[src/rtl/counter_forward_if.sv]
// Control/data bundle for counter_forward: the user side (master) drives the
// action strobes and configuration, the counter (slave) returns its value and flags.
interface counter_forward_if #(
    parameter int WORD_WIDTH = 8
);
    logic                  clr_i;
    logic                  load_i;
    logic                  en_i;
    logic                  mode_i;
    logic [WORD_WIDTH-1:0] limit_i;
    logic [WORD_WIDTH-1:0] d_i;
    logic [WORD_WIDTH-1:0] d_o;
    logic                  will_overflow_o;
    logic                  overflow_o;

    modport master (
        output clr_i, load_i, en_i, mode_i, limit_i, d_i,
        input  d_o, will_overflow_o, overflow_o
    );

    modport slave (
        input  clr_i, load_i, en_i, mode_i, limit_i, d_i,
        output d_o, will_overflow_o, overflow_o
    );
endinterface

[src/rtl/counter_forward.sv]
// Up-counter with inclusive programmable terminal value, wrap or saturate at the
// limit, synchronous clear/load, look-ahead and registered overflow flags.
module counter_forward #(
    parameter int WORD_WIDTH = 8
) (
    input logic              clk_i,
    input logic              arst_ni,
    counter_forward_if.slave bus
);

    logic [WORD_WIDTH-1:0] count_q;
    logic [WORD_WIDTH-1:0] count_d;
    logic                  overflow_q;
    logic                  overflow_d;
    logic                  at_limit;

    // Value taken when an increment hits the limit: zero when wrapping, the limit
    // itself when saturating (this also clamps a value loaded above the limit).
    function automatic logic [WORD_WIDTH-1:0] terminal_value(
        input logic                  saturate,
        input logic [WORD_WIDTH-1:0] limit
    );
        return saturate ? limit : '0;
    endfunction

    // All-ones always satisfies this compare, so the increment never carries out.
    assign at_limit = (count_q >= bus.limit_i);

    always_comb begin
        count_d    = count_q;
        overflow_d = 1'b0;
        if (bus.clr_i) begin
            count_d = '0;
        end else if (bus.load_i) begin
            count_d = bus.d_i;
        end else if (bus.en_i) begin
            if (at_limit) begin
                count_d    = terminal_value(bus.mode_i, bus.limit_i);
                overflow_d = 1'b1;
            end else begin
                count_d = count_q + WORD_WIDTH'(1);
            end
        end
    end

    always_ff @(posedge clk_i or negedge arst_ni) begin
        if (!arst_ni) begin
            count_q    <= '0;
            overflow_q <= 1'b0;
        end else begin
            count_q    <= count_d;
            overflow_q <= overflow_d;
        end
    end

    assign bus.d_o             = count_q;
    assign bus.overflow_o      = overflow_q;
    assign bus.will_overflow_o = at_limit;

endmodule

[src/flat_wrapper.sv]
// flat-port wrapper written by rule: the top's interface ports become plain ports
module counter_forward_flat 
#(
    parameter int WORD_WIDTH = 8
)
  (clk_i, arst_ni, bus_clr_i, bus_load_i, bus_en_i, bus_mode_i, bus_limit_i, bus_d_i, bus_d_o, bus_will_overflow_o, bus_overflow_o);
  counter_forward_if #(.WORD_WIDTH(WORD_WIDTH)) bus_i ();
  input logic clk_i;
  input logic arst_ni;
  input wire logic [$bits(bus_i.clr_i)-1:0] bus_clr_i;
  input wire logic [$bits(bus_i.load_i)-1:0] bus_load_i;
  input wire logic [$bits(bus_i.en_i)-1:0] bus_en_i;
  input wire logic [$bits(bus_i.mode_i)-1:0] bus_mode_i;
  input wire logic [$bits(bus_i.limit_i)-1:0] bus_limit_i;
  input wire logic [$bits(bus_i.d_i)-1:0] bus_d_i;
  output wire logic [$bits(bus_i.d_o)-1:0] bus_d_o;
  output wire logic [$bits(bus_i.will_overflow_o)-1:0] bus_will_overflow_o;
  output wire logic [$bits(bus_i.overflow_o)-1:0] bus_overflow_o;
  assign bus_i.clr_i = bus_clr_i;
  assign bus_i.load_i = bus_load_i;
  assign bus_i.en_i = bus_en_i;
  assign bus_i.mode_i = bus_mode_i;
  assign bus_i.limit_i = bus_limit_i;
  assign bus_i.d_i = bus_d_i;
  assign bus_d_o = bus_i.d_o;
  assign bus_will_overflow_o = bus_i.will_overflow_o;
  assign bus_overflow_o = bus_i.overflow_o;
  counter_forward #(.WORD_WIDTH(WORD_WIDTH)) u_core (.clk_i(clk_i), .arst_ni(arst_ni), .bus(bus_i));
endmodule
[config.mk]
export PLATFORM = sky130hd
export DESIGN_NAME = counter_forward_flat
export DESIGN_NICKNAME = d
export VERILOG_FILES = /design/src/rtl/counter_forward_if.sv /design/src/rtl/counter_forward.sv /design/src/flat_wrapper.sv
export SDC_FILE = /design/constraint.sdc
export NUM_CORES = 1
export LEC_CHECK = 0
export CAP_MARGIN = 20
export CORE_UTILIZATION = 47
export CTS_CLUSTER_DIAMETER = 40
export DETAILED_ROUTE_END_ITERATION = 10
export PLACE_DENSITY = 0.83
export SLEW_MARGIN = 20
export SYNTH_ARGS = -nofsm -noshare
export SYNTH_HDL_FRONTEND = slang
export SYNTH_SLANG_ARGS = --single-unit
[constraint.sdc]
create_clock -name clk_i -period 4.7 [get_ports clk_i]
set_input_delay 0.94 -clock clk_i [delete_from_list [all_inputs] [get_ports clk_i]]
set_output_delay 0.94 -clock clk_i [all_outputs]
set_load 0.02 [all_outputs]
==> results of run 1 <==
[stage by stage]
stage          util, %  cell area (um2)  setup slack (ps)
6_report          70.7             1210               491
5_1_grt           70.7             1210               404
3_5_place_dp      69.2             1180               491
4_1_cts           70.7             1210               488
2_1_floorplan        -              856              1350
3_3_place_gp      69.2             1180               543
[cells by family (layout without fill, tap and decap cells)]
group                    after synthesis  count (layout)  share of synthesized area, %
buffers and inverters                 17              47                          8.48
flip-flops                             9               9                          26.3
AO/OA/AOI/OAI                         22              22                          18.9
XOR/XNOR                               6               6                          6.14
AND/OR/NAND/NOR                       40              40                          27.0
adder cells (fa/ha/maj)                9               9                          13.2
[layer usage]
layer  track usage [%]  up-vias  part of all wire, %
met4              10.9        0                 0.86
met3              3.67        2                  7.2
li1                  -      445                    -
met2              43.8       40                   51
met1              33.7      418                   41
met5                 0        -                    0
[worst register-to-register path, stage by stage, from the launching register on]
cell	delay, ps
dfrtp_1	430
inv_1	100
ha_1	280
nand2b_1	90
a2111oi_0	80
or4b_1	530
and2_1	180
buf_4	170
a311o_1	310
[path summary, 6_finish.rpt]
| path | start | end | slack [ps] | cells past startpoint |
|---|---|---|---|---|
| setup / recovery | bus_limit_i[7] | bus_will_overflow_o | 490 | 8 |
| hold / removal | u_core.bus.d_o[7] | u_core.bus.d_o[7] | 720 | 2 |
| setup reg to reg | u_core.bus.d_o[0] | u_core.bus.d_o[0] | 2400 | 8 |
| hold reg to reg | u_core.bus.d_o[7] | u_core.bus.d_o[7] | 720 | 2 |
| max in group asynchronous | arst_ni | u_core.bus.overflow_o | 3420 | 1 |
| min in group asynchronous | arst_ni | u_core.bus.d_o[7] | 980 | 1 |
[registers in the layout, indices dropped and copies added (netlist names)]
signal / count
u_core.bus.overflow_o: 1
u_core.bus.d_o: 8
[cells in the final DEF (no fill, tap or decap), types with 4 or more instances in the layout]
cell type        Yosys  routed
a21oi_1              9       9
clkdlybuf4s50_1      0      31
dfrtp_1              9       9
ha_1                 9       9
inv_1                9       9
nand3_1             11      11
nand4_1              6       6
nor2_1               5       5
nor3b_1              6       6
o221ai_1             6       6
xor2_1               4       4
[power by group through the flow]
| stage | clock [uW] | combinational [uW] | sequential, uW |
|---|---|---|---|
| 6_report | 62.5 | 83.9 | 91.0 |
| 5_1_grt | 67.2 | 91.4 | 91.8 |
| 4_1_cts | 62.3 | 84.2 | 90.8 |
| 3_5_place_dp | 0 | 83.5 | 92.0 |
| 3_3_place_gp | 0 | 82.6 | 92.0 |
| 2_1_floorplan | 0 | 38.4 | 96.2 |
[cell type report]
cell class	count	area, um2
Multi-Input combinational cell	77	558
Fill cell	126	500
Timing Repair Buffer	34	333
Sequential cell	9	225
Inverter	9	33.8
Tap cell	25	31.3
Clock buffer	4	26.3
==> results by group, run 1 <==
Job
  • Max Cap Viol: 0

Routing
  • DRC Markers: 0
  • Final ANT Viol Nets: 0
  • Via count: 905
  • First drt pass iteration count: 4
  • Post-DR wirelength/cell: 14.7 um
  • Via density: 5.73
  • Iter 0 DRT Violations: 28
  • Routed WL: 2.32 mm

Die
  • Die X: 44.7 um
  • FP Rows: 15
  • Boundary pin count: 32
  • Die Y: 44.7 um
  • Full die area: 0.00200 mm2
  • Core Region: 0.00171 mm2
  • Starting Density: 50.1%

STA
  • Fin. max-slew vios: 0
  • Post-layout minimum cycle time: 4210 ps
  • Worst hold slack: 716 ps
  • Worst clock skew: 0.494 ps
  • Setup-failing EPs final: 0
  • Final period utilization: 89.5%
  • Max-slew headroom at the worst pin: 36.0%
  • Worst-Margin Slew: 955 ps
  • Final TNS setup: 0 ps
  • Final-report hold violation count: 0
  • RSZ-0062 raised after global routing: false
  • Fmax: 238 MHz

Critical path
  • Buf+Inv Stages, Crit Path: 4
  • Crit-path slowest cell: clkdlybuf4s50_1
  • Critical Path End Type: output pin
  • Crit path cell chain: clkdlybuf4s50_1, inv_1, ha_1, and3_1, or4b_1, and2_1, inv_1, clkdlybuf4s50_1
  • Critical path peak fanout: 2
  • CP required: 3760 ps
  • Arr. time, crit path: 3270 ps
  • CP max stage delay: 590 ps
  • CP Launch Type: input port
  • CP delay by family, top: buffers and inverters
  • Crit Path Category: in2out

Clock tree
  • Resize count post-CTS: 0
  • Clk root buf: clkbuf_4
  • Clock transition at the registers of the reported paths: 60 ps
  • CTS tree: yes
  • Post-CTS setup buffer count: 0
  • TritonCTS Buffers: 3
  • H-tree Lvls: 1
  • Clk buf depth: 2
  • Worst skew pair latency: 260 ps
  • Clk sink count: 9
  • Hold buffer count at CTS: 0

Power
  • Cell Pwr Density: 197 mW/mm2
  • P_sw: 77.6 uW
  • Seq pwr share: 38.3%
  • Clock power frac: 26.3%
  • Pint: 160 uW
  • Max IR drop VDD: 159 uV
  • Leakage: 0.000516 uW
  • Comb pwr share: 35.4%
  • Overall power: 237 uW
  • Switching fraction of total power: 32.7%

Synth
  • Post-synth EDFFs: 0
  • Synth top area share: 26.3%
  • Syn Nets: 134
  • Synth warn: 0
  • Most frequent cells after synthesis: 11 x nand3_1, 9 x a21oi_1, 9 x dfrtp_1, 9 x ha_1, 9 x inv_1
  • Seq/Total Area, Yosys: 26.3%
  • Library cells used by synthesis: 29
  • Synth top area cells: dfrtp_1 26%, ha_1 13%, nand3_1 6.4%
  • Synthesis-stage register bit count: 9
  • Syn Std Cell Area: 856 um2
  • Top-count cell post-synth: nand3_1
  • Syn Area/Cell: 8.31 um2
  • Main flop type after synthesis: dfrtp_1
  • Post-synthesis async set-or-reset flop share: 100%
  • Syn Inst Count: 103
  • Dominant cell type by area after synthesis: dfrtp_1

GRT
  • Overall Global Routing Usage: 26.2%
  • Vias in the first global route: 833
  • Largest net degree at the start of global routing: 18
  • Initial antenna violation count: 0
  • First-pass GRT wire length: 3.73 mm
  • Grt total ovfl: 0

Finish
  • Fin cells: 158
  • # nets final: 165
  • Layout area overhead: 41.1%
  • Layout cells sized above 1: 6.02%
  • ANT cells: 0

Run status
  • Status: finished, final reports clean

Placed design
  • Cells after DPL: 154
  • RD Place Congestion: 0.837
  • PortBufs: 31
  • DP HPWL: 1.74 mm

Hold path
  • Tightest Hold Check Type: reg2reg
(Power assumes the default switching activity.)
==> inputs of run 2 (changes only) <==
--- a/config.mk
+++ b/config.mk
@@ -6,10 +6,11 @@
 export NUM_CORES = 1
 export LEC_CHECK = 0
 export CAP_MARGIN = 20
-export CORE_UTILIZATION = 47
+export CORE_UTILIZATION = 56
 export CTS_CLUSTER_DIAMETER = 40
 export DETAILED_ROUTE_END_ITERATION = 10
-export PLACE_DENSITY = 0.83
+export DONT_BUFFER_PORTS = 1
+export PLACE_DENSITY = 0.7
 export SLEW_MARGIN = 20
 export SYNTH_ARGS = -nofsm -noshare
 export SYNTH_HDL_FRONTEND = slang
==> run 2 against run 1 <==
Compared with the run above: power fell by 18%; register-to-register slack got worse by 270 ps; die area shrank 15%; highest routed layer unchanged; clock skew grew 3.5 ps; critical endpoint unchanged; worst setup slack improved by 590 ps; sequential cell count did not move; clock power shrank 3.7%; routed wire length down 17%.
==> results by group, run 2 (synthesized netlist as in run 1, its figures left out) <==
Run status
  • Status: finished, final reports clean

STA
  • Fmax: 276 MHz
  • Max-slew headroom at the worst pin: 39.3%
  • Fin. max-slew vios: 0
  • Worst-Margin Slew: 906 ps
  • Post-layout minimum cycle time: 3620 ps
  • Worst setup margin: 1080 ps
  • RSZ-0062 raised after global routing: false
  • Final-report hold violation count: 0
  • Setup-failing EPs final: 0
  • Worst clock skew: 3.99 ps
  • Worst hold slack: 367 ps
  • Final TNS setup: 0 ps
  • Final period utilization: 77.0%

Placed design
  • PortBufs: 0
  • DP HPWL: 1.49 mm
  • RD Place Congestion: 0.828
  • Pre-CTS WS: 1120 ps

Clock tree
  • Hold buffer count at CTS: 0
  • Clk sink count: 9
  • H-tree Lvls: 1
  • Clk buf depth: 2
  • Worst skew pair latency: 260 ps
  • Post-CTS setup buffer count: 0
  • CTS tree: yes
  • Clock transition at the registers of the reported paths: 60 ps
  • Resize count post-CTS: 0
  • Clk root buf: clkbuf_4
  • TritonCTS Buffers: 3

Finish
  • # nets final: 131
  • ANT cells: 0
  • Layout cells sized above 1: 5.05%
  • Max reg flops: 8
  • Most common cell after layout, fill and taps aside: nand3_1
  • Most frequent cells in the layout: 11 x nand3_1, 9 x inv_1, 9 x a21oi_1, 9 x ha_1, 9 x dfrtp_1
  • Layout area overhead: 0.731%

Critical path
  • Crit Path Category: reg2out
  • Arr. time, crit path: 2680 ps
  • Crit-path slowest cell: dfrtp_1
  • R2R setup slack: 2130 ps
  • Critical path peak fanout: 10
  • Worst r2r src: u_core.bus.d_o[0]
  • Critical Path End Type: output pin
  • R2R depth: 7
  • CP Launch Type: register
  • Most frequent CP cell: inv_1
  • CP max stage delay: 540 ps
  • FF-to-FF End: u_core.bus.overflow_o
  • Buf+Inv Stages, Crit Path: 2
  • Crit path cell chain: inv_1, ha_1, nand2b_1, a2111oi_0, or4b_1, and2_1, inv_1
  • CP delay by family, top: simple AND/OR/NAND/NOR gates
  • CP required: 3760 ps

Routing
  • Post-DR wirelength/cell: 16.9 um
  • Via count: 774
  • DRC Markers: 0
  • Iter 0 DRT Violations: 11
  • Via density: 6.79
  • Routed WL: 1.93 mm
  • Final ANT Viol Nets: 0
  • First drt pass iteration count: 4

GRT
  • Vias in the first global route: 643
  • Largest net degree at the start of global routing: 18
  • Grt total ovfl: 0
  • First-pass GRT wire length: 2.72 mm
  • Initial antenna violation count: 0
  • Overall Global Routing Usage: 24.7%

Die
  • Core Region: 0.00137 mm2
  • Starting Density: 62.6%
  • Die X: 41.1 um
  • Die Y: 41.1 um
  • Full die area: 0.00169 mm2
  • Boundary pin count: 32
  • FP Rows: 13

Power
  • Overall power: 196 uW
  • Leakage: 0.000386 uW
  • Max IR drop VDD: 173 uV
  • Cell Pwr Density: 227 mW/mm2

Hold path
  • Tightest Hold Check Type: in2async

Job
  • Max Cap Viol: 0
==> run 2: cell count changes in the layout (fill, tap and decap cells not counted), sizes merged <==
cell           before  now
clkdlybuf4s50      31    0
buf                 3    0
==> run 2: how the worst max path moves through the flow <==
| stage | start | endpoint | slack, ps | depth (start not counted) |
|---|---|---|---|---|
| after floorplan | bus_limit_i[7] | bus_will_overflow_o | 1350 | 8 |
| after global placement | bus_limit_i[7] | bus_will_overflow_o | 1200 | 6 |
| after detailed placement | bus_limit_i[0] | bus_will_overflow_o | 1120 | 6 |
| after CTS | u_core.bus.d_o[0] | bus_will_overflow_o | 1060 | 7 |
| after global routing | u_core.bus.d_o[0] | bus_will_overflow_o | 900 | 7 |
| final | u_core.bus.d_o[0] | bus_will_overflow_o | 1080 | 7 |
==> run 2: report_power, final <==
part | switching (uW) | total (uW) | internal [uW]
Clock | 27.5 | 60.2 | 32.7
Sequential | 15.4 | 97.7 | 82.2
Combinational | 19.8 | 37.7 | 17.9
==> run 2: per-stage QoR <==
stage	instance area, um2	util (%)	instances
after floorplan	856	-	103
after global placement	836	61.2	110
after detailed placement	836	61.2	110
after CTS	862	63.1	114
after global routing	862	63.1	114
final	862	63.1	114
==> run 2: final cells by class <==
type / count / area (um2)
Multi-Input combinational cell: 77 / 558
Fill cell: 135 / 504
Sequential cell: 9 / 225
Inverter: 9 / 33.8
Clock buffer: 4 / 26.3
Tap cell: 15 / 18.8
==> run 2: worst reg2reg max path, delay by kind of cell, from the launching register on <==
family	cells	cell delay (ps)
DFF	1	540
and+or+nand+nor	4	1060
AOI/OAI and AO/OA	1	410
buffers and inverters	1	140
adders and majority gates	1	300
==> run 2: metal layers <==
layer | vias to the layer above | routed length, um | track usage (%)
met5 | - | 0 | 0
met4 | 0 | 17 | 7.26
met3 | 2 | 138 | 2.72
met2 | 39 | 861 | 39.8
met1 | 358 | 915 | 34.4
li1 | 375 | - | -
